### config.mk
export PLATFORM = sky130hd
export DESIGN_NAME = q328_accumulator
export DESIGN_NICKNAME = d
export VERILOG_FILES = /design/src/rtl/q328_pkg.sv /design/src/rtl/q328_saturate.sv /design/src/rtl/q328_accumulator.sv
export SDC_FILE = /design/constraint.sdc
export NUM_CORES = 1
export LEC_CHECK = 0
export CAP_MARGIN = 10
export CORE_ASPECT_RATIO = 1.2
export CORE_UTILIZATION = 30
export DETAILED_ROUTE_END_ITERATION = 6
export PLACE_DENSITY_LB_ADDON = 0.08
export SLEW_MARGIN = 40
export SYNTH_ARGS = -nofsm -noshare
export SYNTH_HDL_FRONTEND = slang
export SYNTH_HIERARCHICAL = 1
export SYNTH_SLANG_ARGS = --single-unit
### constraint.sdc
create_clock -name clk -period 3.8 [get_ports clk]
set_input_delay 0.57 -clock clk [delete_from_list [all_inputs] [get_ports clk]]
set_output_delay 0.57 -clock clk [all_outputs]
set_load 0.01 [all_outputs]
### src/rtl/q328_pkg.sv
// Shared Q3.28 fixed-point definitions used by the multiplier, accumulator
// and later pipeline stages.
package q328_pkg;
  localparam int DATA_W = 32;
  localparam int FRAC_W = 28;

  localparam logic [DATA_W-1:0] Q_ONE = 32'h1000_0000;
  localparam logic [DATA_W-1:0] Q_MAX = 32'h7FFF_FFFF;
  localparam logic [DATA_W-1:0] Q_MIN = 32'h8000_0000;

  typedef enum logic [1:0] {IDLE, ACC, HOLD} state_e;
endpackage

### src/rtl/q328_saturate.sv
// Combinational clamp of a widened signed value back to DATA_W bits,
// flagging when the value did not fit.
module q328_saturate #(
  parameter int WIDE_W = 40,
  parameter int DATA_W = 32
) (
  input  logic [WIDE_W-1:0] din_i,
  output logic [DATA_W-1:0] dout_o,
  output logic              sat_o
);
  // The value fits iff every bit above the result sign bit matches it.
  logic [WIDE_W-DATA_W:0] top;
  logic                   fits;

  assign top  = din_i[WIDE_W-1:DATA_W-1];
  assign fits = (top == '0) || (top == '1);

  always_comb begin
    dout_o = din_i[DATA_W-1:0];
    sat_o  = 1'b0;
    if (!fits) begin
      sat_o  = 1'b1;
      dout_o = din_i[WIDE_W-1] ? {1'b1, {(DATA_W-1){1'b0}}}
                               : {1'b0, {(DATA_W-1){1'b1}}};
    end
  end
endmodule

### src/rtl/q328_accumulator.sv
// Streaming burst accumulator for Q3.28 products: sums a burst in a guarded
// accumulator and hands one saturated result per burst downstream.
module q328_accumulator
  import q328_pkg::*;
#(
  parameter int DATA_W    = 32,
  parameter int GUARD_W   = 8,
  parameter int MAX_TERMS = 256,
  parameter int CNT_W     = 9
) (
  input  logic              clk,
  input  logic              rst_n,
  input  logic              in_valid,
  output logic              in_ready,
  input  logic [DATA_W-1:0] in_data,
  input  logic              in_last,
  output logic              out_valid,
  input  logic              out_ready,
  output logic [DATA_W-1:0] out_data,
  output logic              out_sat,
  output logic              out_trunc,
  output logic [CNT_W-1:0]  out_count
);
  localparam int ACC_W = DATA_W + GUARD_W;

  state_e             state_q;
  logic [ACC_W-1:0]   acc_q;
  logic [CNT_W-1:0]   cnt_q;

  logic               accept;
  logic               close;
  logic [ACC_W-1:0]   sum_d;
  logic [CNT_W-1:0]   cnt_d;
  logic [DATA_W-1:0]  sat_data;
  logic               sat_flag;

  assign in_ready = (state_q != HOLD);
  assign accept   = in_valid && in_ready;

  // acc/count are zero in IDLE, so the same add serves the first beat.
  assign sum_d = acc_q + {{GUARD_W{in_data[DATA_W-1]}}, in_data};
  assign cnt_d = cnt_q + 1'b1;
  assign close = in_last || (cnt_d == CNT_W'(MAX_TERMS));

  q328_saturate #(.WIDE_W(ACC_W), .DATA_W(DATA_W)) u_sat (
    .din_i  (sum_d),
    .dout_o (sat_data),
    .sat_o  (sat_flag)
  );

  always_ff @(posedge clk or negedge rst_n) begin
    if (!rst_n) begin
      state_q   <= IDLE;
      acc_q     <= '0;
      cnt_q     <= '0;
      out_valid <= 1'b0;
      out_data  <= '0;
      out_sat   <= 1'b0;
      out_trunc <= 1'b0;
      out_count <= '0;
    end else begin
      case (state_q)
        IDLE, ACC: begin
          if (accept) begin
            acc_q <= sum_d;
            cnt_q <= cnt_d;
            if (close) begin
              state_q   <= HOLD;
              out_valid <= 1'b1;
              out_data  <= sat_data;
              out_sat   <= sat_flag;
              out_trunc <= !in_last;
              out_count <= cnt_d;
            end else begin
              state_q <= ACC;
            end
          end
        end
        HOLD: begin
          if (out_ready) begin
            out_valid <= 1'b0;
            acc_q     <= '0;
            cnt_q     <= '0;
            state_q   <= IDLE;
          end
        end
        default: state_q <= IDLE;
      endcase
    end
  end
endmodule

### Word-level counts from Yosys, hierarchy flattened

Cells that the tools add are included.

* flip-flop bits (word level): 95
* word-level logic and storage cells: 47

* $add $sub $neg: 2
* eq/ne operators: 8
* mux-type cells: 17
* reductions and logical operators: 12

Operators by type and width (count)
* 40-bit two-way mux: 2
* 40-bit one-hot mux with 2 select lines: 1
* 32-bit two-way mux: 2
* 40-bit adder: 1
* 9-bit equality test (second input constant): 2
* 9-bit two-way mux: 2
* 9-bit one-hot mux with 2 select lines: 1
* 9-bit by 1-bit adder with 9-bit output (second input constant): 1
* 9-bit zero test: 1
* 2-bit != test (second input constant): 4
* 2-bit two-way mux: 3
* 3-bit AND reduction: 2
* 1-bit two-way mux: 4
* 2-bit one-hot mux with 2 select lines: 1
* 4-bit AND reduction: 1
* 2-bit by 1-bit equality test with 1-bit output (second input constant): 1
* 2-bit equality test (second input constant): 1
* 2-bit zero test: 1
* 1-bit logical OR: 2
* 1-bit one-hot mux with 2 select lines: 1
* 2-bit AND reduction: 1
* 2-bit nonzero test: 1
* 2-bit OR reduction: 1
* 1-bit logical AND: 1
* 1-bit zero test: 1

### Logic depth before layout (Yosys ltp)

Gate-level depths: netlist of the first run.

* depth after elaboration: 6
* depth in mapped cells: 16
* depth with buffers taken out: 14

### Modules after synthesis

Netlist of the first run, hierarchy kept.

By module, submodules not included
* q328_accumulator: instances 1, cells an instance 601, area an instance 6017.0 um2
* q328_saturate: instances 1, cells an instance 85, area an instance 564.3 um2

### Worst setup path before layout of the first run

No wires, ideal clock.

* path type: input to register
* start: input in_data[3]
* end: register out_data[14]
* setup time: 0.127 ns
* arrival: 3.409 ns
* required time: 3.673 ns
* path slack: 0.263 ns
* stages: 14
* buffers on the path: 2
* path through: ha_1 a21o_1 a21oi_2 a2111oi_4 o2bb2ai_1 a211oi_2 o21ai_2 a211o_1 a21oi_1 xnor2_1 clkbuf_1 clkbuf_1 a2bb2oi_1 mux2_1

* longest elaborated chain between the ends: 4
* elaborated cells between the ends (all ways): 6

Ends and longest elaborated chain
* start, declared: line q328_accumulator.sv:15 `input logic [DATA_W-1:0] in_data,`
* 40-bit adder *: line q328_accumulator.sv:41 `assign sum_d = acc_q + {{GUARD_W{in_data[DATA_W-1]}}, in_data};`
* via sum_d[39]: line q328_accumulator.sv:32 `logic [ACC_W-1:0] sum_d;`
* 9-bit equality test / 9-bit zero test (equally long branches): line q328_saturate.sv:16 `assign fits = (top == '0) || (top == '1);`
* 1-bit logical OR: line q328_saturate.sv:16
* 32-bit two-way mux *: line q328_saturate.sv:21 `if (!fits) begin`
* via sat_data[14]: line q328_accumulator.sv:34 `logic [DATA_W-1:0] sat_data;`
* end signal, assigned: line q328_accumulator.sv:70 `out_data <= sat_data;`
* end, declared: line q328_accumulator.sv:19 `output logic [DATA_W-1:0] out_data,`

The timed path passes the listed nets; every way through them passes the cells marked *.
A chain may end at the register's enable or synchronous reset.

### Worst setup path after layout of the first run

* start: input in_data[18]
* end: register out_data[6]

* longest elaborated chain between the ends: 4
* elaborated cells between the ends (all ways): 6

Ends and longest elaborated chain (line)
* 40-bit adder *: q328_accumulator.sv:41
* via sum_d[37]: q328_accumulator.sv:32
* 9-bit equality test / 9-bit zero test (equally long branches): q328_saturate.sv:16
* 1-bit logical OR *: q328_saturate.sv:16
* 32-bit two-way mux *: q328_saturate.sv:21
* via sat_data[6]: q328_accumulator.sv:34

Marks and branches as above.

==> impl_metrics.env, run 1 <==
export IMPL_async_flop_share=1.00
export IMPL_min_path_type="in2async"
export IMPL_ys_flop_type="dfrtp_1"
export IMPL_cap_violations=0
export IMPL_cts_buffers=9
export IMPL_grt_pass1_wl_mm=32.7
export IMPL_path_clk_slew_ns=0.08
export IMPL_ctsLongestPathBuffers=2
export IMPL_pre_cts_slack_ns=-0.721
export IMPL_power_mw=8.85
export IMPL_register_area_sq_um=2380
export IMPL_slowest_delay_ns=0.41
export IMPL_drive_above_1_share=0.286
export IMPL_h_tree_depth=3
export IMPL_synth_seq_cells=95
export IMPL_rsz0062_at_grt="yes"
export IMPL_antenna_cells=0
export IMPL_yosysMostFrequentCell="dfrtp_1"
export IMPL_rows=59
export IMPL_core_area_sq_um=21600
export IMPL_relSlewSlack=0.536
export IMPL_yosys_area_top_type_share=0.361
export IMPL_grt_max_degree=81
export IMPL_fin_crit_sh=0.977
export IMPL_ys_types=64
export IMPL_irDropWorstVdd_mv=0.355
export IMPL_fillers=2082
export IMPL_synthTopCellsByArea="dfrtp_1 36%, ha_1 7.8%, a22o_1 5.6%, a21oi_1 4.2%, a2bb2oi_1 4.1%"
export IMPL_area_delta_synth_final_pct=44.0
export IMPL_start_util=0.304
export IMPL_routed_wl_mm=20.7
export IMPL_cts_sinks=95
export IMPL_vias=5989
export IMPL_dieHeight_um=164
export IMPL_crit_path_end_kind="register"
export IMPL_dp_hpwl_mm=14.7
export IMPL_grt_usage=0.189
export IMPL_power_density_nw_per_um2=934
export IMPL_cp_cell_sequence="clkdlybuf4s50_1 -> ha_1 -> a21o_1 -> a21oi_1 -> o21ai_0 -> and3b_1 -> a21oi_4 -> a31oi_4 -> o21ai_2 -> xor2_2 -> nor4_2 -> nand2_2 -> buf_6 -> buf_16 -> a2bb2oi_1 -> mux2_2"
export IMPL_drc_errors=0
export IMPL_p_leak_nw=4.24
export IMPL_worstPathMaxFanout=8
export IMPL_yosys_warnings=6
export IMPL_outcome="completed"
export IMPL_critPathRequiredTime_ns=4.06
export IMPL_fin_util=0.438
export IMPL_port_buffers=81
export IMPL_finalMaxSlewViolations=0
export IMPL_max_freq_mhz=269
export IMPL_hold_buffers=0
export IMPL_period_minus_slack_ns=3.71
export IMPL_netlist_area_sq_um=6580
export IMPL_avgSynthCellArea_sq_um=9.59
export IMPL_antenna_found_initial=0
export IMPL_syn_num_nets=765
export IMPL_vias_per_cell=5.16
export IMPL_synth_edff_count=0
export IMPL_setup_slack_ns=0.0891
export IMPL_grt_pass1_vias=6198
export IMPL_worstSetupPathType="in2reg"
export IMPL_die_area_sq_um=22500
export IMPL_finalHoldViolCount=0
export IMPL_worst_pin_slew_ns=0.696
export IMPL_drt_iter0_markers=229
export IMPL_setup_tns_ns=0
export IMPL_die_x_um=137
export IMPL_arrival_ns=3.97
export IMPL_synth_common_cells="95 x dfrtp_1, 55 x a21oi_1, 43 x nand2_1"
export IMPL_first_pass_iters=5
export IMPL_ctsRootBufferMaster="clkbuf_16"
export IMPL_grt_overflow=0
export IMPL_io_pins=82
export IMPL_gp_congestion=0.890
export IMPL_multi_input_area_sq_um=4340
export IMPL_finalSetupViolCount=0
export IMPL_clk_insertion_delay_late_ns=0.38
export IMPL_routedWlPerCell_um=17.9
export IMPL_ys_seq_area_frac=0.361
export IMPL_synthCells=686
export IMPL_cts_tree="yes"
export IMPL_finalClockSkew_ns=0.0152
export IMPL_setup_worst_path_start_class="input pin"
export IMPL_hold_ws_ns=0.253
export IMPL_synth_top_area_cell="dfrtp_1"
export IMPL_final_nets=960
export IMPL_slowest_stage="clkdlybuf4s50_1"
export IMPL_detail_route_antenna_nets=0
placed cells by master, fill, tap and decap left out, drive strengths merged, types with 3 or more instances in the layout:
cell type / instances
mux2i: 3
a211oi: 4
dlymetal6s2s: 6
xnor2: 25
a2bb2oi: 31
nand2: 43
a31oi: 6
o21bai: 8
xor2: 19
o21a: 10
nor2b: 3
o21ai: 28
nor4: 3
nor2: 40
and3: 6
dfrtp: 95
o31ai: 8
dlygate4sd2: 6
a21o: 28
ha: 41
inv: 16
clkinv: 3
mux2: 35
nand3: 40
buf: 149
clkbuf: 12
nor3: 10
a21oi: 57
clkdlybuf4s50: 67
nand2b: 5
o211ai: 4
a22o: 42
nand4: 10
o22ai: 3
cell families after synthesis:
logic type | Yosys count | share of synthesized area
compound gates | 242 | 0.268
simple gates | 166 | 0.120
buf+inv | 59 | 0.0439
flops | 95 | 0.361
mux | 38 | 0.0644
xor+xnor | 44 | 0.0608
fa+ha+maj | 42 | 0.0810
registers in the layout (all words and copies together) (netlist names):
| name | cells |
|---|---|
| acc_q | 40 |
| out_data | 32 |
| cnt_q | 9 |
| out_count | 9 |
| state_q | 2 |
| out_sat | 1 |
| out_trunc | 1 |
| out_valid | 1 |
final cells by class:
| cell class | count | area share |
|---|---|---|
| Tap cell | 274 | 0.0362 |
| Multi-Input combinational cell | 532 | 0.458 |
| Timing Repair Buffer | 231 | 0.218 |
| Sequential cell | 95 | 0.251 |
| Clock buffer | 9 | 0.0238 |
| Clock inverter | 7 | 0.00858 |
| Inverter | 12 | 0.00475 |
per-stage QoR:
stage / instance area, sq um / cells
2_1_floorplan: 6580 / 686
3_3_place_gp: 8460 / 1117
3_5_place_dp: 8470 / 1117
4_1_cts: 9180 / 1149
5_1_grt: 9480 / 1160
6_report: 9480 / 1160
layer usage:
layer  global-route usage  wire (um)
met2                0.335      10500
met1                0.233       9320
met3               0.0204        458
met4               0.0679        401
met5                    0          0
repair_timing:
item	in CTS	in global routing
setup buffers	14	9
pin swaps	35	37
endpoints found under the setup margin	32	32
gates resized for setup	54	40
gates cloned	2	2
critical path, delay by kind of cell:
kind            cells  cell delay, ns
simple gates        3            0.80
mux                 1            0.26
fa+ha+maj           1            0.30
buf+inv             3            0.72
xor+xnor            1            0.11
compound gates      7            1.19
power breakdown:
group | internal, mW | leakage, nW | total [mW] | switching, mW
Clock | 0.472 | 0.150 | 0.973 | 0.501
Sequential | 1.44 | 1.16 | 1.73 | 0.294
Combinational | 3.22 | 2.93 | 6.14 | 2.92
path summary, 6_finish.rpt:
path,slack [ns],from,cells after the start,endpoint
max,0.09,in_data[18],16,out_data[6]$_DFFE_PN0P_
min,0.25,rst_n,1,acc_q[26]$_DFFE_PN0P_
max reg2reg,0.14,acc_q[0]$_DFFE_PN0P_,17,out_data[6]$_DFFE_PN0P_
min reg2reg,0.50,out_count[1]$_DFFE_PN0P_,1,out_count[1]$_DFFE_PN0P_
max in group asynchronous,2.83,rst_n,2,out_data[2]$_DFFE_PN0P_
min in group clk,0.50,out_count[1]$_DFFE_PN0P_,1,out_count[1]$_DFFE_PN0P_
Note: power is estimated with default switching activity, not from simulation.
==> run 2, diff against run 1 <==
--- a/config.mk
+++ b/config.mk
@@ -5,6 +5,7 @@
 export SDC_FILE = /design/constraint.sdc
 export NUM_CORES = 1
 export LEC_CHECK = 0
+export ABC_AREA = 0
 export CAP_MARGIN = 10
 export CORE_ASPECT_RATIO = 1.2
 export CORE_UTILIZATION = 30
@@ -13,5 +14,5 @@
 export SLEW_MARGIN = 40
 export SYNTH_ARGS = -nofsm -noshare
 export SYNTH_HDL_FRONTEND = slang
-export SYNTH_HIERARCHICAL = 1
 export SYNTH_SLANG_ARGS = --single-unit
+export TNS_END_PERCENT = 100
==> run 2 against run 1 <==
Compared with the run above: combinational power shrank 16%; critical endpoint is now out_data[16]$_DFFE_PN0P_; maximum frequency grew 1.1%; synthesized cell count grew 1.0%; critical path type unchanged; non-clock buffer count shrank 12; clock power grew 2.2%; final area shrank 5.6%.
==> impl_metrics.env, run 2 <==
export IMPL_rows=58
export IMPL_syn_num_nets=771
export IMPL_drt_iter0_markers=251
export IMPL_avgSynthCellArea_sq_um=9.25
export IMPL_p_leak_nw=3.98
export IMPL_largest_reg_flops=40
export IMPL_cp_cell_sequence="clkdlybuf4s50_1 -> ha_1 -> a21oi_1 -> o21bai_1 -> a221o_1 -> and3_1 -> a221oi_1 -> nand3_2 -> buf_4 -> nor4_4 -> a41oi_4 -> buf_12 -> o311ai_2"
export IMPL_grt_max_degree=74
export IMPL_regMostFlops="acc_q"
export IMPL_grt_pass1_wl_mm=31.3
export IMPL_drc_errors=0
export IMPL_ys_flop_type="dfrtp_1"
export IMPL_ys_types=66
export IMPL_h_tree_depth=3
export IMPL_max_freq_mhz=273
export IMPL_vias=5897
export IMPL_antenna_cells=0
export IMPL_async_flop_share=1.00
export IMPL_yosys_area_top_type_share=0.371
export IMPL_rsz0062_at_grt="yes"
export IMPL_finalSetupViolCount=0
export IMPL_yosysMostFrequentCell="nand2_1"
export IMPL_synthCells=693
export IMPL_core_area_sq_um=21000
export IMPL_critPathRequiredTime_ns=4.05
export IMPL_period_minus_slack_ns=3.67
export IMPL_clk_insertion_delay_late_ns=0.36
export IMPL_setup_worst_path_start_class="input pin"
export IMPL_synth_common_cells="126 x nand2_1, 95 x dfrtp_1, 79 x o21ai_0"
export IMPL_ys_seq_area_frac=0.371
export IMPL_final_cell_mix="129 x buf_4, 126 x nand2_1, 95 x dfrtp_1"
export IMPL_reg_top3="acc_q (40), out_data (32)"
export IMPL_dp_hpwl_mm=14.7
export IMPL_netlist_area_sq_um=6410
export IMPL_start_util=0.306
export IMPL_ctsRootBufferMaster="clkbuf_16"
export IMPL_synthTopCellsByArea="dfrtp_1 37%, ha_1 7.8%, nand2_1 7.4%, o21ai_0 6.2%, o311ai_2 5.8%"
export IMPL_outcome="completed"
export IMPL_die_area_sq_um=22000
export IMPL_slowest_delay_ns=0.44
export IMPL_cts_sinks=95
export IMPL_placed_cell_area_sq_um=8470
export IMPL_irDropWorstVdd_mv=0.307
export IMPL_grt_pass1_vias=6061
export IMPL_antenna_found_initial=0
export IMPL_crit_path_end_kind="register"
export IMPL_die_x_um=135
export IMPL_min_path_type="in2async"
export IMPL_worstPathMaxFanout=14
export IMPL_path_clk_slew_ns=0.07
export IMPL_worstSetupPathType="in2reg"
export IMPL_arrival_ns=3.92
export IMPL_gp_congestion=0.879
export IMPL_synth_edff_count=0
export IMPL_final_common_cell="buf_4"
export IMPL_final_nets=961
export IMPL_design_area_sq_um=8940
export IMPL_ctsLongestPathBuffers=2
export IMPL_fin_crit_sh=0.966
export IMPL_port_buffers=81
export IMPL_slowest_stage="clkdlybuf4s50_1"
export IMPL_synth_top_area_cell="dfrtp_1"
export IMPL_cts_buffers=9
export IMPL_finalHoldViolCount=0
export IMPL_dieHeight_um=162
export IMPL_detail_route_antenna_nets=0
export IMPL_pre_cts_slack_ns=-0.398
export IMPL_first_pass_iters=4
export IMPL_hold_buffers=0
export IMPL_synth_seq_cells=95
export IMPL_routedWlPerCell_um=16.7
export IMPL_relSlewSlack=0.525
export IMPL_routed_wl_mm=19.4
export IMPL_worst_pin_slew_ns=0.713
export IMPL_setup_slack_ns=0.131
export IMPL_grt_usage=0.183
export IMPL_finalClockSkew_ns=0.0123
export IMPL_power_density_nw_per_um2=878
export IMPL_area_delta_synth_final_pct=39.5
export IMPL_cts_tree="yes"
export IMPL_drive_above_1_share=0.244
export IMPL_hold_ws_ns=0.224
export IMPL_finalMaxSlewViolations=0
export IMPL_yosys_warnings=0
export IMPL_cap_violations=0
export IMPL_vias_per_cell=5.09
export IMPL_grt_overflow=0
export IMPL_io_pins=82
run 2: changes by cell type in the layout (fill, tap and decap cells not counted), moves of 12 or more:
| cell | delta |
|---|---|
| nand2_1 | +85 |
| mux2_2 | -17 |
| mux2_1 | -18 |
| ha_1 | +12 |
| a2bb2oi_1 | -27 |
| o311ai_2 | +23 |
| a22o_1 | -35 |
| clkdlybuf4s50_1 | +12 |
| o21ai_0 | +60 |
| nand3_1 | -27 |
| nor2_1 | -15 |
run 2: worst paths after layout:
path | endpoint | from | depth (start not counted) | slack [ns]
max | out_data[16]$_DFFE_PN0P_ | in_data[29] | 13 | 0.13
min in group clk | out_count[8]$_DFFE_PN0P_ | out_count[8]$_DFFE_PN0P_ | 2 | 0.48
min reg2reg | out_count[8]$_DFFE_PN0P_ | out_count[8]$_DFFE_PN0P_ | 2 | 0.48
max in group asynchronous | out_data[6]$_DFFE_PN0P_ | rst_n | 2 | 2.90
min | out_data[5]$_DFFE_PN0P_ | rst_n | 1 | 0.22
max reg2reg | out_data[16]$_DFFE_PN0P_ | acc_q[27]$_DFFE_PN0P_ | 12 | 0.36
run 2: worst max-delay path: cells and delay by family:
family	cells	cell delay (ns)
buffers and inverters	3	0.81
and+or+nand+nor	3	0.73
adders and majority gates	1	0.37
AOI/OAI and AO/OA	6	1.42
run 2: cell type report:
type / count / area, sq um
inverters: 16 / 60.1
clock inverters: 7 / 87.6
multi-input cells: 542 / 3920
clock buffers: 9 / 225
fillers: 2094 / 12000
repair buffers: 219 / 1940
well taps: 270 / 338
flip-flops and latches: 95 / 2380
run 2: stage by stage:
step                      power [mW]  instances   util  setup TNS [ns]
after floorplan                 4.51        693      -               0
after global placement          6.68       1137  0.403          -10.15
after detailed placement        6.74       1138  0.404          -12.07
after CTS                       7.83       1156  0.422               0
after global routing            8.44       1158  0.426         -0.0312
final                           7.86       1158  0.426               0
run 2: power by group:
part           leakage, nW  internal [mW]  switching, mW
Combinational         2.65           2.50           2.67
Sequential            1.18           1.43          0.267
Clock                0.148          0.528          0.466
Total                 3.98           4.45           3.40
run 2: metal layers:
layer	up-vias	global-route usage	part of all wire	wire [um]
met5	-	0	0	0
li1	2933	-	-	-
met2	92	0.316	0.49	9440
met4	0	0.0638	0.021	403
met1	2849	0.233	0.47	9040
met3	23	0.0247	0.026	512
run 2: logic make-up (layout without fill, tap and decap cells):
group | count (synthesis) | count (layout) | synth area share
compound gates | 248 | 248 | 0.300
simple gates | 209 | 209 | 0.147
flops | 95 | 95 | 0.371
buf+inv | 56 | 251 | 0.0381
fa+ha+maj | 41 | 41 | 0.0812
xor+xnor | 41 | 41 | 0.0584
mux | 3 | 3 | 0.00468
run 2: repair_timing:
action | CTS | global route
buffers inserted | 1 | 2
gates cloned | 1 | 0
resized for setup | 8 | 17
pin swaps | 3 | 8
endpoints found under the setup margin | 11 | 32
==> run 3, diff against run 2 <==
--- a/config.mk
+++ b/config.mk
@@ -10,7 +10,7 @@
 export CORE_ASPECT_RATIO = 1.2
 export CORE_UTILIZATION = 30
 export DETAILED_ROUTE_END_ITERATION = 6
-export PLACE_DENSITY_LB_ADDON = 0.08
+export PLACE_DENSITY = 0.55
 export SLEW_MARGIN = 40
 export SYNTH_ARGS = -nofsm -noshare
 export SYNTH_HDL_FRONTEND = slang
==> run 3 against run 2 <==
Compared with the run above: via count down 0.75%; global-route usage down 0.67 points; final cell count unchanged; worst hold slack better by 0.014 ns; total power up 2.0%; sequential power about the same; register-to-register slack worse by 0.07 ns; die area unchanged; largest power group unchanged.
==> impl_metrics.env, run 3 (same netlist as run 2, synthesis figures left out) <==
export IMPL_max_freq_mhz=265
export IMPL_antenna_cells=0
export IMPL_cp_depth=15
export IMPL_relSlewSlack=0.527
export IMPL_core_area_sq_um=21000
export IMPL_detail_route_antenna_nets=0
export IMPL_irDropWorstVdd_mv=0.356
export IMPL_period_minus_slack_ns=3.77
export IMPL_fin_crit_sh=0.992
export IMPL_vias_per_cell=5.05
export IMPL_crit_top_cell="buf_4"
export IMPL_critPathRequiredTime_ns=4.01
export IMPL_worstSetupPathType="in2reg"
export IMPL_gp_congestion=0.867
export IMPL_finalClockSkew_ns=0.00928
export IMPL_first_pass_iters=5
export IMPL_antenna_found_initial=0
export IMPL_slowest_delay_ns=0.46
export IMPL_area_delta_synth_final_pct=42.1
export IMPL_dieHeight_um=162
export IMPL_outcome="completed"
export IMPL_grt_pass1_wl_mm=30.2
export IMPL_reg2reg_depth=14
export IMPL_power_mw=8.01
export IMPL_setup_tns_ns=0
export IMPL_crit_path_end_kind="register"
export IMPL_design_area_sq_um=9110
export IMPL_regMostFlops="acc_q"
export IMPL_path_buf_inv=5
export IMPL_ctsRootBufferMaster="clkbuf_16"
export IMPL_drt_iter0_markers=263
export IMPL_path_clk_slew_ns=0.06
export IMPL_grt_overflow=0
export IMPL_die_x_um=135
export IMPL_grt_pass1_vias=5808
export IMPL_cts_buffers=9
export IMPL_grt_max_degree=52
export IMPL_h_tree_depth=3
export IMPL_ctsLongestPathBuffers=2
export IMPL_io_pins=82
export IMPL_final_cells=1158
export IMPL_finalSetupViolCount=0
export IMPL_setup_worst_path_start_class="input pin"
export IMPL_die_area_sq_um=22000
export IMPL_cts_sinks=95
export IMPL_grt_usage=0.177
export IMPL_vias=5853
export IMPL_hold_buffers=0
export IMPL_fillers=2077
export IMPL_start_util=0.306
export IMPL_p_leak_nw=4.04
export IMPL_crit_family="compound AO/OA/AOI/OAI gates"
export IMPL_dp_cells=1132
export IMPL_reg_top3="acc_q (40), out_data (32)"
export IMPL_routed_wl_mm=18.9
export IMPL_drc_errors=0
export IMPL_port_buffers=81
export IMPL_cap_violations=0
export IMPL_worstPathMaxFanout=7
export IMPL_cp_cell_sequence="clkdlybuf4s50_1 -> ha_1 -> nand4_1 -> or3_1 -> a21o_1 -> a221o_2 -> a2111oi_4 -> buf_4 -> o21ai_0 -> nor3b_2 -> buf_4 -> o31ai_4 -> buf_6 -> clkbuf_16 -> o311ai_2"
export IMPL_routedWlPerCell_um=16.3
export IMPL_min_path_type="in2async"
export IMPL_finalMaxSlewViolations=0
export IMPL_placed_cell_area_sq_um=8410
export IMPL_reg2reg_slack_ns=0.29
export IMPL_power_density_nw_per_um2=879
export IMPL_final_cell_mix="126 x nand2_1, 125 x buf_4, 95 x dfrtp_1"
export IMPL_drive_above_1_share=0.255
export IMPL_worst_pin_slew_ns=0.709
export IMPL_clk_insertion_delay_late_ns=0.36
export IMPL_rows=58
export IMPL_largest_reg_flops=40
export IMPL_dp_hpwl_mm=13.9
export IMPL_slowest_stage="a221o_2"
export IMPL_arrival_ns=3.98
export IMPL_final_nets=961
export IMPL_final_common_cell="nand2_1"
export IMPL_finalHoldViolCount=0
export IMPL_cts_tree="yes"
[run 3: changes by cell type in the layout (fill, tap and decap cells not counted), sizes merged]
cell	before	now
buf	139	137
clkbuf	9	12
clkdlybuf4s50	79	75
clkinv	0	2
clkinvlp	2	0
dlygate4sd2	1	0
dlymetal6s2s	0	5
inv	20	19
[run 3: stage by stage]
step                      utilization  setup slack (ns)  hold slack (ns)
after floorplan                     -             0.200            0.274
after CTS                       0.417            0.0164            0.275
after global routing            0.434           -0.0623            0.298
final                           0.434            0.0321            0.237
after detailed placement        0.401            -0.399            0.469
after global placement          0.400            -0.376            0.460
[run 3: per-layer routing]
metal / share of wire / up-vias / GRT usage
li1: - / 2943 / -
met1: 0.46 / 2794 / 0.229
met2: 0.49 / 98 / 0.300
met3: 0.034 / 18 / 0.0272
met4: 0.015 / 0 / 0.0536
met5: 0 / - / 0
[run 3: area by class of cell]
type / count / area [sq um] / area share
clock buffers: 10 / 229 / 0.0251
inverters: 16 / 60.1 / 0.00659
repair buffers: 219 / 1990 / 0.219
flip-flops and latches: 95 / 2380 / 0.261
multi-input cells: 542 / 4050 / 0.444
well taps: 270 / 338 / 0.0371
clock inverters: 6 / 66.3 / 0.00728
[run 3: report_power, final]
| group | internal, mW | switching (mW) | total [mW] |
|---|---|---|---|
| clock | 0.516 | 0.421 | 0.937 |
| combinational | 2.65 | 2.70 | 5.35 |
| sequential | 1.43 | 0.288 | 1.72 |
| total | 4.60 | 3.41 | 8.01 |
[run 3: what timing repair did]
item,4_1_cts,5_1_grt
setup endpoints to repair,29,32
pin swaps,1,18
gates resized for setup,2,44
buffers inserted,1,6
hold endpoints to repair,0,0
cloned,1,2
[run 3: worst register-to-register path: stages (launching register included)]
cell	delay, ns
dfrtp_1	0.39
ha_1	0.32
nand4_1	0.13
or3_1	0.37
a21o_1	0.18
a221o_2	0.46
a2111oi_4	0.42
buf_4	0.18
o21ai_0	0.05
nor3b_2	0.17
buf_4	0.17
o31ai_4	0.07
buf_6	0.18
clkbuf_16	0.17
o311ai_2	0.10
[run 3: worst paths after layout]
check                                          from                  endpoint
max                                     in_data[14]  out_data[16]$_DFFE_PN0P_
min                                           rst_n  out_data[19]$_DFFE_PN0P_
max reg2reg                   acc_q[14]$_DFFE_PN0P_  out_data[16]$_DFFE_PN0P_
min reg2reg                out_count[7]$_DFFE_PN0P_  out_count[7]$_DFFE_PN0P_
max in group asynchronous                     rst_n  out_count[1]$_DFFE_PN0P_
min in group clk           out_count[7]$_DFFE_PN0P_  out_count[7]$_DFFE_PN0P_
